File: src/rtl/control_timing_unit.sv
// Control timing unit: turns the sequencer's one-hot T vector into fetch/decode/indirect
// controls and end-of-instruction counter clears. Optional interrupt cycle under INTERRUPT_EN.
module control_timing_unit #(
  parameter logic [2:0] BUS_PC  = 3'd2,
  parameter logic [2:0] BUS_IR  = 3'd5,
  parameter logic [2:0] BUS_MEM = 3'd7
) (
  input  logic        CLK,
  input  logic        CLR,
  input  logic [15:0] T,
  input  logic [15:0] IR,
  input  logic        START,
`ifdef INTERRUPT_EN
  input  logic        INT_REQ,
  input  logic        IEN_SET,
  input  logic        IEN_CLR,
  output logic        INT_CYCLE,
  output logic        AR_CLR,
  output logic        PC_CLR,
  output logic        TR_LD,
  output logic        MEM_WR,
`endif
  output logic        SC_CLR,
  output logic        AR_LD,
  output logic        IR_LD,
  output logic        PC_INC,
  output logic        MEM_RD,
  output logic [2:0]  BUS_SEL,
  output logic [7:0]  D,
  output logic        I_FLAG,
  output logic        RUN,
  output logic        T_ERR
);

  logic s;
  logic t_onehot, active, hlt, latch_dec, end_step;
  logic unused;

  assign unused   = ^IR[11:1];
  assign t_onehot = (T != 16'd0) && ((T & (T - 16'd1)) == 16'd0);
  assign active   = s && !T_ERR && t_onehot;
  assign hlt      = active && T[3] && D[7] && !I_FLAG && IR[0];
  assign RUN      = s;
  assign end_step = (T[4] && (D[3] || D[4])) ||
                    (T[5] && (D[0] || D[1] || D[2] || D[5])) ||
                    (T[6] && D[6]) || (|T[15:7]);

`ifdef INTERRUPT_EN
  localparam logic [2:0] BUS_TR = 3'd6;
  logic ien, r;
  assign INT_CYCLE = r;
  assign latch_dec = active && T[2] && !r;

  always_ff @(posedge CLK) begin
    if (CLR) begin
      ien <= 1'b0;
      r   <= 1'b0;
    end else begin
      if (r && active && T[2])
        r <= 1'b0;
      else if (s && ien && INT_REQ && !(T[0] || T[1] || T[2]))
        r <= 1'b1;
      if (IEN_CLR || (r && active && T[2]))
        ien <= 1'b0;
      else if (IEN_SET)
        ien <= 1'b1;
    end
  end
`else
  assign latch_dec = active && T[2];
`endif

  always_ff @(posedge CLK) begin
    if (CLR) begin
      s      <= 1'b0;
      D      <= 8'h00;
      I_FLAG <= 1'b0;
      T_ERR  <= 1'b0;
    end else begin
      if (s && !t_onehot)
        T_ERR <= 1'b1;
      if (hlt)
        s <= 1'b0;
      else if (START)
        s <= 1'b1;
      if (latch_dec) begin
        D      <= 8'h01 << IR[14:12];
        I_FLAG <= IR[15];
      end
    end
  end

  always_comb begin
    SC_CLR  = 1'b0;
    AR_LD   = 1'b0;
    IR_LD   = 1'b0;
    PC_INC  = 1'b0;
    MEM_RD  = 1'b0;
    BUS_SEL = 3'd0;
`ifdef INTERRUPT_EN
    AR_CLR  = 1'b0;
    PC_CLR  = 1'b0;
    TR_LD   = 1'b0;
    MEM_WR  = 1'b0;
`endif
    // A malformed T is never decoded: park the sequencer even before T_ERR latches.
    if (!active) begin
      SC_CLR = 1'b1;
    end else if (T[0] || T[1] || T[2]) begin
`ifdef INTERRUPT_EN
      if (r) begin
        if (T[0]) begin
          AR_CLR  = 1'b1;
          TR_LD   = 1'b1;
          BUS_SEL = BUS_PC;
        end else if (T[1]) begin
          MEM_WR  = 1'b1;
          PC_CLR  = 1'b1;
          BUS_SEL = BUS_TR;
        end else begin
          PC_INC  = 1'b1;
          SC_CLR  = 1'b1;
        end
      end else
`endif
      begin
        if (T[0]) begin
          BUS_SEL = BUS_PC;
          AR_LD   = 1'b1;
        end else if (T[1]) begin
          BUS_SEL = BUS_MEM;
          MEM_RD  = 1'b1;
          IR_LD   = 1'b1;
          PC_INC  = 1'b1;
        end else begin
          BUS_SEL = BUS_IR;
          AR_LD   = 1'b1;
        end
      end
    end else if (T[3]) begin
      if (D[7]) begin
        SC_CLR = 1'b1;
      end else if (I_FLAG) begin
        BUS_SEL = BUS_MEM;
        MEM_RD  = 1'b1;
        AR_LD   = 1'b1;
      end
    end else if (end_step) begin
      SC_CLR = 1'b1;
    end
  end

endmodule
File: config.mk
export PLATFORM = sky130hd
export DESIGN_NAME = control_timing_unit
export DESIGN_NICKNAME = d
export VERILOG_FILES = /design/src/rtl/control_timing_unit.sv
export SDC_FILE = /design/constraint.sdc
export NUM_CORES = 1
export LEC_CHECK = 0
export BUFFER_PORTS_ARGS = -buffer_cell sky130_fd_sc_hd__buf_2
export CORE_MARGIN = 8
export CORE_UTILIZATION = 47
export CTS_BUF_LIST = sky130_fd_sc_hd__clkbuf_8
export DETAILED_ROUTE_END_ITERATION = 7
export PLACE_DENSITY = 0.92
export SLEW_MARGIN = 20
export SYNTH_ARGS = -nofsm -noshare
export SYNTH_HDL_FRONTEND = slang
export SYNTH_SLANG_ARGS = --single-unit
File: constraint.sdc
create_clock -name CLK -period 3.5 [get_ports CLK]
set_input_delay 0.35 -clock CLK [delete_from_list [all_inputs] [get_ports CLK]]
set_output_delay 0.35 -clock CLK [all_outputs]
set_load 0.02 [all_outputs]
Word-level counts from Yosys, hierarchy flattened. Cells that the tools add are included.

ROM bits: 0. Output and inout bits: 19. Logic and storage cells: 60. Flip-flop bits (word level): 11. RAM bits: 0. Bits in latches: 0. Memories kept: 0.

Bitwise operators: 1. Reduce and logical (&&, ||, !) cells: 28. Div/mod/pow operators: 0. Muxes and demuxes: 25. Equal/unequal tests: 0. Multipliers: 0. $lt $le $gt $ge: 0. Add/sub/neg operators: 1. Shifts and indexed selects: 1.

Operators by type and width (count): 1-bit 2-to-1 mux (18); 3-bit 2-to-1 mux (6); 16-bit AND (1); 16-bit zero test (1); 16-bit nonzero test (1); 16-bit by 1-bit subtractor with 16-bit output (second input constant) (1); 1-bit logical AND (12); 1-bit logical OR (9); 9-bit OR reduction (1); 1-bit by 3-bit left shift with 8-bit output (first input constant) (1); 1-bit zero test (3); 2-bit 2-to-1 mux (1); 2-bit OR reduction (1).

Depth between registers and ports, before layout. Gate-level depths: netlist of run 1.

Depth in word-level cells: 11. Depth in mapped cells: 8. Depth with buffers taken out: 6.

Worst setup path before layout of run 1. OpenSTA, ideal clock, no wires.

Kind: input-to-output. Start point: input port T[0]. End point: output port BUS_SEL[2]. Data arrival time: 2.547 ns. Path slack: 0.603 ns. Stages: 8. Buffers on the path: 2. Path through: nor4_4 > nand3_2 > o41ai_2 > o211ai_1 > or4b_4 > buf_6 > nor3_2 > buf_4.

Word-level cells in the longest chain between the ends: 6. Elaborated cells on any way between the ends: 11. Those cells by class: add/sub: 1; mux: 3; bitwise: 1; reduce/logical: 6.

RTL lines: start, declared (RTL line 10) `input logic [15:0] T,`; 16-bit by 1-bit subtractor with 16-bit output (RTL line 40) `assign t_onehot = (T != 16'd0) && ((T & (T - 16'd1)) == 16'd0);`; 16-bit AND (RTL line 40); 16-bit zero test (RTL line 40); 1-bit logical AND (RTL line 40); 1-bit logical AND (RTL line 41) `assign active = s && !T_ERR && t_onehot;`; 3-bit 2-to-1 mux * (RTL line 107) `if (!active) begin`; end, declared (RTL line 28) `output logic [2:0] BUS_SEL,`.

Every way passes the cells marked *; elsewhere a longest branch is shown, timed or not.

Worst setup path after layout of run 1.
Start point: input port T[0]. End point: output port AR_LD.

Word-level cells in the longest chain between the ends: 6. Elaborated cells on any way between the ends: 11. Those cells by class: add/sub: 1; mux: 3; bitwise: 1; reduce/logical: 6.

RTL lines: 16-bit by 1-bit subtractor with 16-bit output (RTL line 40); 16-bit AND (RTL line 40); 16-bit zero test (RTL line 40); 1-bit logical AND (RTL line 40); 1-bit logical AND (RTL line 41); 1-bit 2-to-1 mux * (RTL line 107); end, declared (RTL line 24) `output logic AR_LD,`.

Marked as above.

==> results.py, run 1 <==
metrics = {
    "worst_hold_path": {
        "min_path_type": "in2reg",
    },
    "drt": {
        "final_antenna_net_count": 0,
        "drc": 0,
        "vias_per_cell": 5.477,
        "detail_route.first_pass.iterations": 4,
        "num_vias": 964,
        "wirelength_mm": 2.515,
        "routed_wire_length_per_instance_um": 14.29,
        "drt_first_iter_violations": 30,
    },
    "logic_synthesis": {
        "postSynth.topFlopCell": "sky130_fd_sc_hd__dfxtp_1",
        "gate_count_of_the_mapped_netlist": 109,
        "ys_seq_area_share_pct": 25.00,
        "postSynthRegisterBits": 11,
        "postSynth.asyncResetShare_pct": 0,
        "post_synthesis_net_count": 144,
        "yosysWarnings": 0,
        "synth-edff-count": 0,
        "synth_largest_type_area_fraction_pct": 25.00,
        "synth_cell_type_count": 40,
        "cell_types_with_the_largest_area_share_after_synthesis": "sky130_fd_sc_hd__dfxtp_1, sky130_fd_sc_hd__mux2i_1, sky130_fd_sc_hd__nand2b_1",
        "post_synth.cell_area_avg_um2": 8.081,
        "synth.cell_area_um2": 880.8,
        "yosysTopAreaCell": "sky130_fd_sc_hd__dfxtp_1",
    },
    "floorplanning": {
        "die_area_um2": 3515,
        "design.core.area_um2": 1745,
        "floorplan.initialDensity_pct": 50.47,
        "rows": 15,
        "die_height_um": 59.29,
        "die_x_um": 59.29,
        "num_io_pins": 54,
    },
    "cts": {
        "hold_buffers": 0,
        "max-clock-path-buffers": 2,
        "cts_tree": "built",
        "htreeDepth": 1,
        "cts.clk_slew.worst_paths_ns": 0.05,
        "clock_latency_ns": 0.24,
        "post_cts_resize_count": 0,
        "clock_sinks": 11,
        "cts_root_buf": "sky130_fd_sc_hd__clkbuf_8",
        "tritoncts.num_buffers": 3,
        "cts_post_setup_buffers_inserted": 0,
    },
    "placement": {
        "place.port_buffers": 42,
        "dpl.hpwl_mm": 2.112,
        "gp_routability_congestion": 0.8670,
    },
    "flow_run": {
        "max-cap-violations": 0,
    },
    "finish": {
        "drive_gt1_share_pct": 37.09,
        "fillerInstances": 188,
        "nNetsFinal": 187,
        "syn2layout_area_growth_pct": 30.11,
        "antenna-diode-count": 0,
    },
    "critical_path": {
        "crit_path_cell_chain": "buf_2 -> nor4_4 -> nand3_2 -> o41ai_2 -> o211ai_1 -> or4b_4 -> nor3b_2 -> buf_2",
        "crit_top_cell": "sky130_fd_sc_hd__buf_2",
        "worstPathRequired_ns": 3.15,
        "timing.setup.critical_path_class": "in2out",
        "end_kind": "primary output",
        "critPathArrivalTime_ns": 2.64,
        "worst_path_max_delay_cell": "sky130_fd_sc_hd__or4b_4",
        "largest_stage_delay_worst_path_ns": 0.61,
        "worst_setup_path_start_kind": "primary input",
        "path_max_fanout": 7,
    },
    "timing": {
        "hold_viol": 0,
        "setup_viol": 0,
        "clock_skew_ns": 0.0003397,
        "finalCritPeriodShare_pct": 85.31,
        "finalWorstPathRequiredPeriod_ns": 2.986,
        "tns_ns": 0,
        "maximum_achievable_frequency_ghz": 0.3349,
        "grt_setup_unrepaired": "no",
        "timing.max_slew.rel_slack_pct": 76.22,
        "finalMaxSlewViolations": 0,
        "hold_slack_ns": 0.3770,
        "worst_pin_slew_ns": 0.3477,
    },
    "global_route": {
        "first_pass_grt_wire_length_mm": 4.181,
        "grt_pass1_vias": 992,
        "pin_count_of_the_biggest_net_entering_global_routing": 15,
        "grt-ovfl-total": 0,
        "globalRouteTotalUtil_pct": 14.94,
        "antenna_found_initial": 0,
    },
    "power": {
        "leakage_uw": 0.0004591,
        "irDropWorstVdd_uv": 277.7,
        "power-per-cell-area_nw_per_um2": 267.4,
    },
    "run_status": {
        "run_status": "finished, final reports clean",
    },
}
## stage by stage
stage	instance area, µm²	util [%]	power (µW)	std cells	worst slack (ns)
floorplan	880.8	-	156.3	109	0.6027
global placement	1101	63.08	183.5	172	0.5397
detailed placement	1101	63.08	185.1	172	0.5182
CTS	1146	65.66	309.0	176	0.5229
global route	1146	65.66	319.9	176	0.4149
finish	1146	65.66	306.4	176	0.5141
## cells by family (layout without fill, tap and decap cells)
group,Yosys count,in the layout,share of synthesized area [%]
AOI/OAI and AO/OA,18,18,14.92
adders and majority gates,2,2,2.273
buffers and inverters,7,49,4.828
DFF,11,11,25.00
muxes,9,9,10.23
and+or+nand+nor,62,62,42.76
## synth_stat cells, drive strengths merged, types with 3 or more instances
cell type / n
nor2b: 3
nor4: 3
nand2b: 12
dfxtp: 11
mux2i: 9
nand3: 4
nor3: 8
nand2: 10
o21ai: 3
a21oi: 4
nor2: 10
buf: 4
## flip-flops by register name, summed over array words and instances, names as in the netlist
signal  count
RUN         1
T_ERR       1
I_FLAG      1
D           8
## where the power goes
part	internal [µW]	switching [µW]	leakage, µW
combinational	23.3	30.7	0.000343
sequential	127	2.04	0.0000892
clock	76.9	46.2	0.0000269
## critical path: cells and delay by family
family          cells  cell delay (ns)
simple gates        4             1.40
compound gates      2             0.54
buf+inv             2             0.33
## placed cells by master, fill, tap and decap left out
cell type	synthesis	final
sky130_fd_sc_hd__and3_1	2	2
sky130_fd_sc_hd__nand3b_1	1	1
sky130_fd_sc_hd__nor4_2	0	1
sky130_fd_sc_hd__nand4b_1	2	2
sky130_fd_sc_hd__o41ai_1	1	1
sky130_fd_sc_hd__nand3_1	3	3
sky130_fd_sc_hd__a2111oi_0	1	1
sky130_fd_sc_hd__o41ai_2	1	1
sky130_fd_sc_hd__a31o_2	1	1
sky130_fd_sc_hd__a21oi_1	4	4
sky130_fd_sc_hd__a31o_1	1	1
sky130_fd_sc_hd__nor2b_1	3	3
sky130_fd_sc_hd__nor3_1	6	6
sky130_fd_sc_hd__clkbuf_8	0	3
sky130_fd_sc_hd__nor4_4	1	1
sky130_fd_sc_hd__nor2_1	10	10
sky130_fd_sc_hd__maj3_1	2	2
sky130_fd_sc_hd__a211oi_1	1	1
sky130_fd_sc_hd__and4_1	1	1
sky130_fd_sc_hd__or3_1	2	2
sky130_fd_sc_hd__o21bai_1	1	1
sky130_fd_sc_hd__dfxtp_1	11	11
sky130_fd_sc_hd__or4_1	1	1
sky130_fd_sc_hd__buf_2	1	42
sky130_fd_sc_hd__or4b_4	1	1
sky130_fd_sc_hd__or2_2	1	1
sky130_fd_sc_hd__nand2_1	10	10
sky130_fd_sc_hd__mux2i_1	9	9
sky130_fd_sc_hd__nand3_2	1	1
sky130_fd_sc_hd__a211o_1	1	1
sky130_fd_sc_hd__buf_4	2	1
sky130_fd_sc_hd__inv_1	2	3
sky130_fd_sc_hd__nor4_1	2	1
sky130_fd_sc_hd__nor3_2	2	2
sky130_fd_sc_hd__o211ai_1	1	1
sky130_fd_sc_hd__nor3b_2	1	1
sky130_fd_sc_hd__nand2b_1	12	12
sky130_fd_sc_hd__a31oi_1	1	1
sky130_fd_sc_hd__a21boi_0	1	1
sky130_fd_sc_hd__o21ai_0	3	3
## routing by layer
| metal | global-route usage (%) | share of wire [%] |
|---|---|---|
| met3 | 3.471 | 7.6 |
| met5 | 0 | 0 |
| met2 | 27.12 | 49 |
| met1 | 15.56 | 42 |
| met4 | 7.167 | 1.8 |
## final cells by class
class,count,area (µm²),share of cell area [%]
clock buffers,3,41.29,3.603
clock inverters,1,3.754,0.3275
inverters,2,7.507,0.6550
multi-input cells,91,624.3,54.48
flip-flops and latches,11,220.2,19.21
well taps,25,31.28,2.729
repair buffers,43,217.7,19.00
## worst paths after layout
kind | start | endpoint | slack, ns | depth (start not counted)
worst min register to register | I_FLAG$_SDFFE_PP0P_ | I_FLAG$_SDFFE_PP0P_ | 0.49 | 2
worst max register to register | T_ERR$_SDFFE_PP0P_ | D[6]$_SDFFE_PP0P_ | 1.91 | 5
worst max-delay path | T[0] | AR_LD | 0.51 | 8
worst min-delay path | IR[15] | I_FLAG$_SDFFE_PP0P_ | 0.38 | 3
(Power assumes the default switching activity.)
==> inputs of run 2 (changes only) <==
- REMOVE_ABC_BUFFERS: default -> 1
==> results.py, run 2 (synthesis gave the netlist of run 1 again) <==
metrics = {
    "run_status": {
        "run_status": "finished, final reports clean",
    },
    "power": {
        "power-per-cell-area_nw_per_um2": 265.6,
        "share_seq_of_total_power_pct": 42.4,
        "share_clk_of_total_power_pct": 39.9,
        "internal_power_uw": 227.4,
        "power.combinational.fraction_pct": 17.7,
        "leakage_uw": 0.0004591,
        "design_power_total_uw": 304.4,
        "irDropWorstVdd_uv": 247.9,
        "switching_share_pct": 25.31,
        "power.switching_uw": 77.03,
    },
    "floorplanning": {
        "die_height_um": 59.29,
        "floorplan.initialDensity_pct": 50.47,
        "die_x_um": 59.29,
        "design.core.area_um2": 1745,
        "num_io_pins": 54,
        "die_area_um2": 3515,
        "rows": 15,
    },
    "drt": {
        "final_antenna_net_count": 0,
        "vias_per_cell": 5.489,
        "num_vias": 966,
        "wirelength_mm": 2.590,
        "drt_first_iter_violations": 15,
        "routed_wire_length_per_instance_um": 14.72,
        "detail_route.first_pass.iterations": 4,
        "drc": 0,
    },
    "cts": {
        "post_cts_resize_count": 0,
        "hold_buffers": 0,
        "clock_sinks": 11,
        "cts.clk_slew.worst_paths_ns": 0.05,
        "tritoncts.num_buffers": 3,
        "htreeDepth": 1,
        "cts_root_buf": "sky130_fd_sc_hd__clkbuf_8",
        "clock_latency_ns": 0.23,
        "cts_post_setup_buffers_inserted": 0,
        "cts_tree": "built",
        "max-clock-path-buffers": 2,
    },
    "global_route": {
        "antenna_found_initial": 0,
        "pin_count_of_the_biggest_net_entering_global_routing": 15,
        "grt_pass1_vias": 950,
        "globalRouteTotalUtil_pct": 14.77,
        "first_pass_grt_wire_length_mm": 4.181,
        "grt-ovfl-total": 0,
    },
    "critical_path": {
        "timing.setup.critical_path_class": "in2out",
        "worst_setup_path_start_kind": "primary input",
        "worstPathRequired_ns": 3.15,
        "path_max_fanout": 7,
        "crit_top_cell": "sky130_fd_sc_hd__buf_2",
        "worst_path_max_delay_cell": "sky130_fd_sc_hd__or4b_4",
        "worst_path_dominant_cell_family": "simple AND/OR/NAND/NOR gates",
        "critPathArrivalTime_ns": 2.65,
        "worstPathBufferInverterCount": 2,
        "largest_stage_delay_worst_path_ns": 0.61,
        "crit_path_cell_chain": "buf_2 -> nor4_4 -> nand3_2 -> o41ai_2 -> o211ai_1 -> or4b_4 -> nor3_2 -> buf_2",
        "end_kind": "primary output",
    },
    "finish": {
        "drive_gt1_share_pct": 37.09,
        "syn2layout_area_growth_pct": 30.11,
        "most_common_cell_after_layout_fill_and_taps_aside": "sky130_fd_sc_hd__buf_2",
        "antenna-diode-count": 0,
        "register_with_the_most_flip_flops": "D",
        "number_of_flip_flops_in_the_largest_register": 8,
        "fillerInstances": 159,
        "multi_input_area_um2": 624.3,
        "layout.area.seq_um2": 220.2,
        "most_frequent_cells_in_the_layout": "sky130_fd_sc_hd__buf_2, sky130_fd_sc_hd__nand2b_1, sky130_fd_sc_hd__dfxtp_1",
        "nNetsFinal": 187,
    },
    "timing": {
        "hold_viol": 0,
        "worst_pin_slew_ns": 0.5910,
        "grt_setup_unrepaired": "no",
        "finalWorstPathRequiredPeriod_ns": 3.003,
        "clock_skew_ns": 0.004133,
        "finalMaxSlewViolations": 0,
        "maximum_achievable_frequency_ghz": 0.3330,
        "setup_viol": 0,
        "worst_slack_ns": 0.4972,
        "timing.max_slew.rel_slack_pct": 59.58,
        "tns_ns": 0,
        "finalCritPeriodShare_pct": 85.79,
    },
    "flow_run": {
        "max-cap-violations": 0,
    },
    "placement": {
        "place.port_buffers": 42,
        "detailedPlace.worstSlack_ns": 0.4978,
        "dpl.hpwl_mm": 2.200,
        "gp_routability_congestion": 0.8185,
    },
    "worst_hold_path": {
        "min_path_type": "in2reg",
    },
}
==> run 2: cell counts in the layout (fill, tap and decap cells not counted) <==
No cell type changed its count.
==> run 2: tightest hold or removal path: stages <==
cell and delay (ns):
sky130_fd_sc_hd__buf_2 0.10, sky130_fd_sc_hd__nand2b_1 0.06, sky130_fd_sc_hd__mux2i_1 0.06
==> run 2: worst paths after layout <==
| kind | from | slack (ns) | endpoint | cells past startpoint |
|---|---|---|---|---|
| max | T[0] | 0.50 | BUS_SEL[0] | 8 |
| min | IR[15] | 0.39 | I_FLAG$_SDFFE_PP0P_ | 3 |
| max reg2reg | T_ERR$_SDFFE_PP0P_ | 1.97 | D[3]$_SDFFE_PP0P_ | 5 |
| min reg2reg | D[2]$_SDFFE_PP0P_ | 0.49 | D[2]$_SDFFE_PP0P_ | 2 |
==> run 2: power groups by stage <==
| stage | Combinational [µW] | Clock [µW] | Sequential (µW) |
|---|---|---|---|
| 3_3_place_gp | 51.2 | 0 | 132 |
| 4_1_cts | 53.9 | 124 | 129 |
| 5_1_grt | 59.1 | 134 | 129 |
| 2_1_floorplan | 22.0 | 0 | 133 |
| 3_5_place_dp | 53.5 | 0 | 132 |
| 6_report | 54.0 | 121 | 129 |
==> run 2: area by class of cell <==
cell class	count	share of cell area (%)
clock buffers	3	3.603
clock inverters	1	0.3275
inverters	2	0.6550
multi-input cells	91	54.48
flip-flops and latches	11	19.21
well taps	25	2.729
repair buffers	43	19.00
==> run 2: layer usage <==
metal	vias to the layer above	wire length [µm]	global-route usage, %
met4	0	14	3.072
li1	484	-	-
met2	35	1366	27.73
met5	-	0	0
met3	4	201	5.423
met1	443	1008	14.98
==> run 2: stage by stage <==
stage | hold WS (ns) | instances | area [µm²] | util, %
5_1_grt | 0.3873 | 176 | 1146 | 65.66
3_5_place_dp | 0.4764 | 172 | 1101 | 63.08
6_report | 0.3919 | 176 | 1146 | 65.66
2_1_floorplan | 0.4293 | 104 | 845.8 | -
4_1_cts | 0.3931 | 176 | 1146 | 65.66
3_3_place_gp | 0.4685 | 172 | 1101 | 63.08
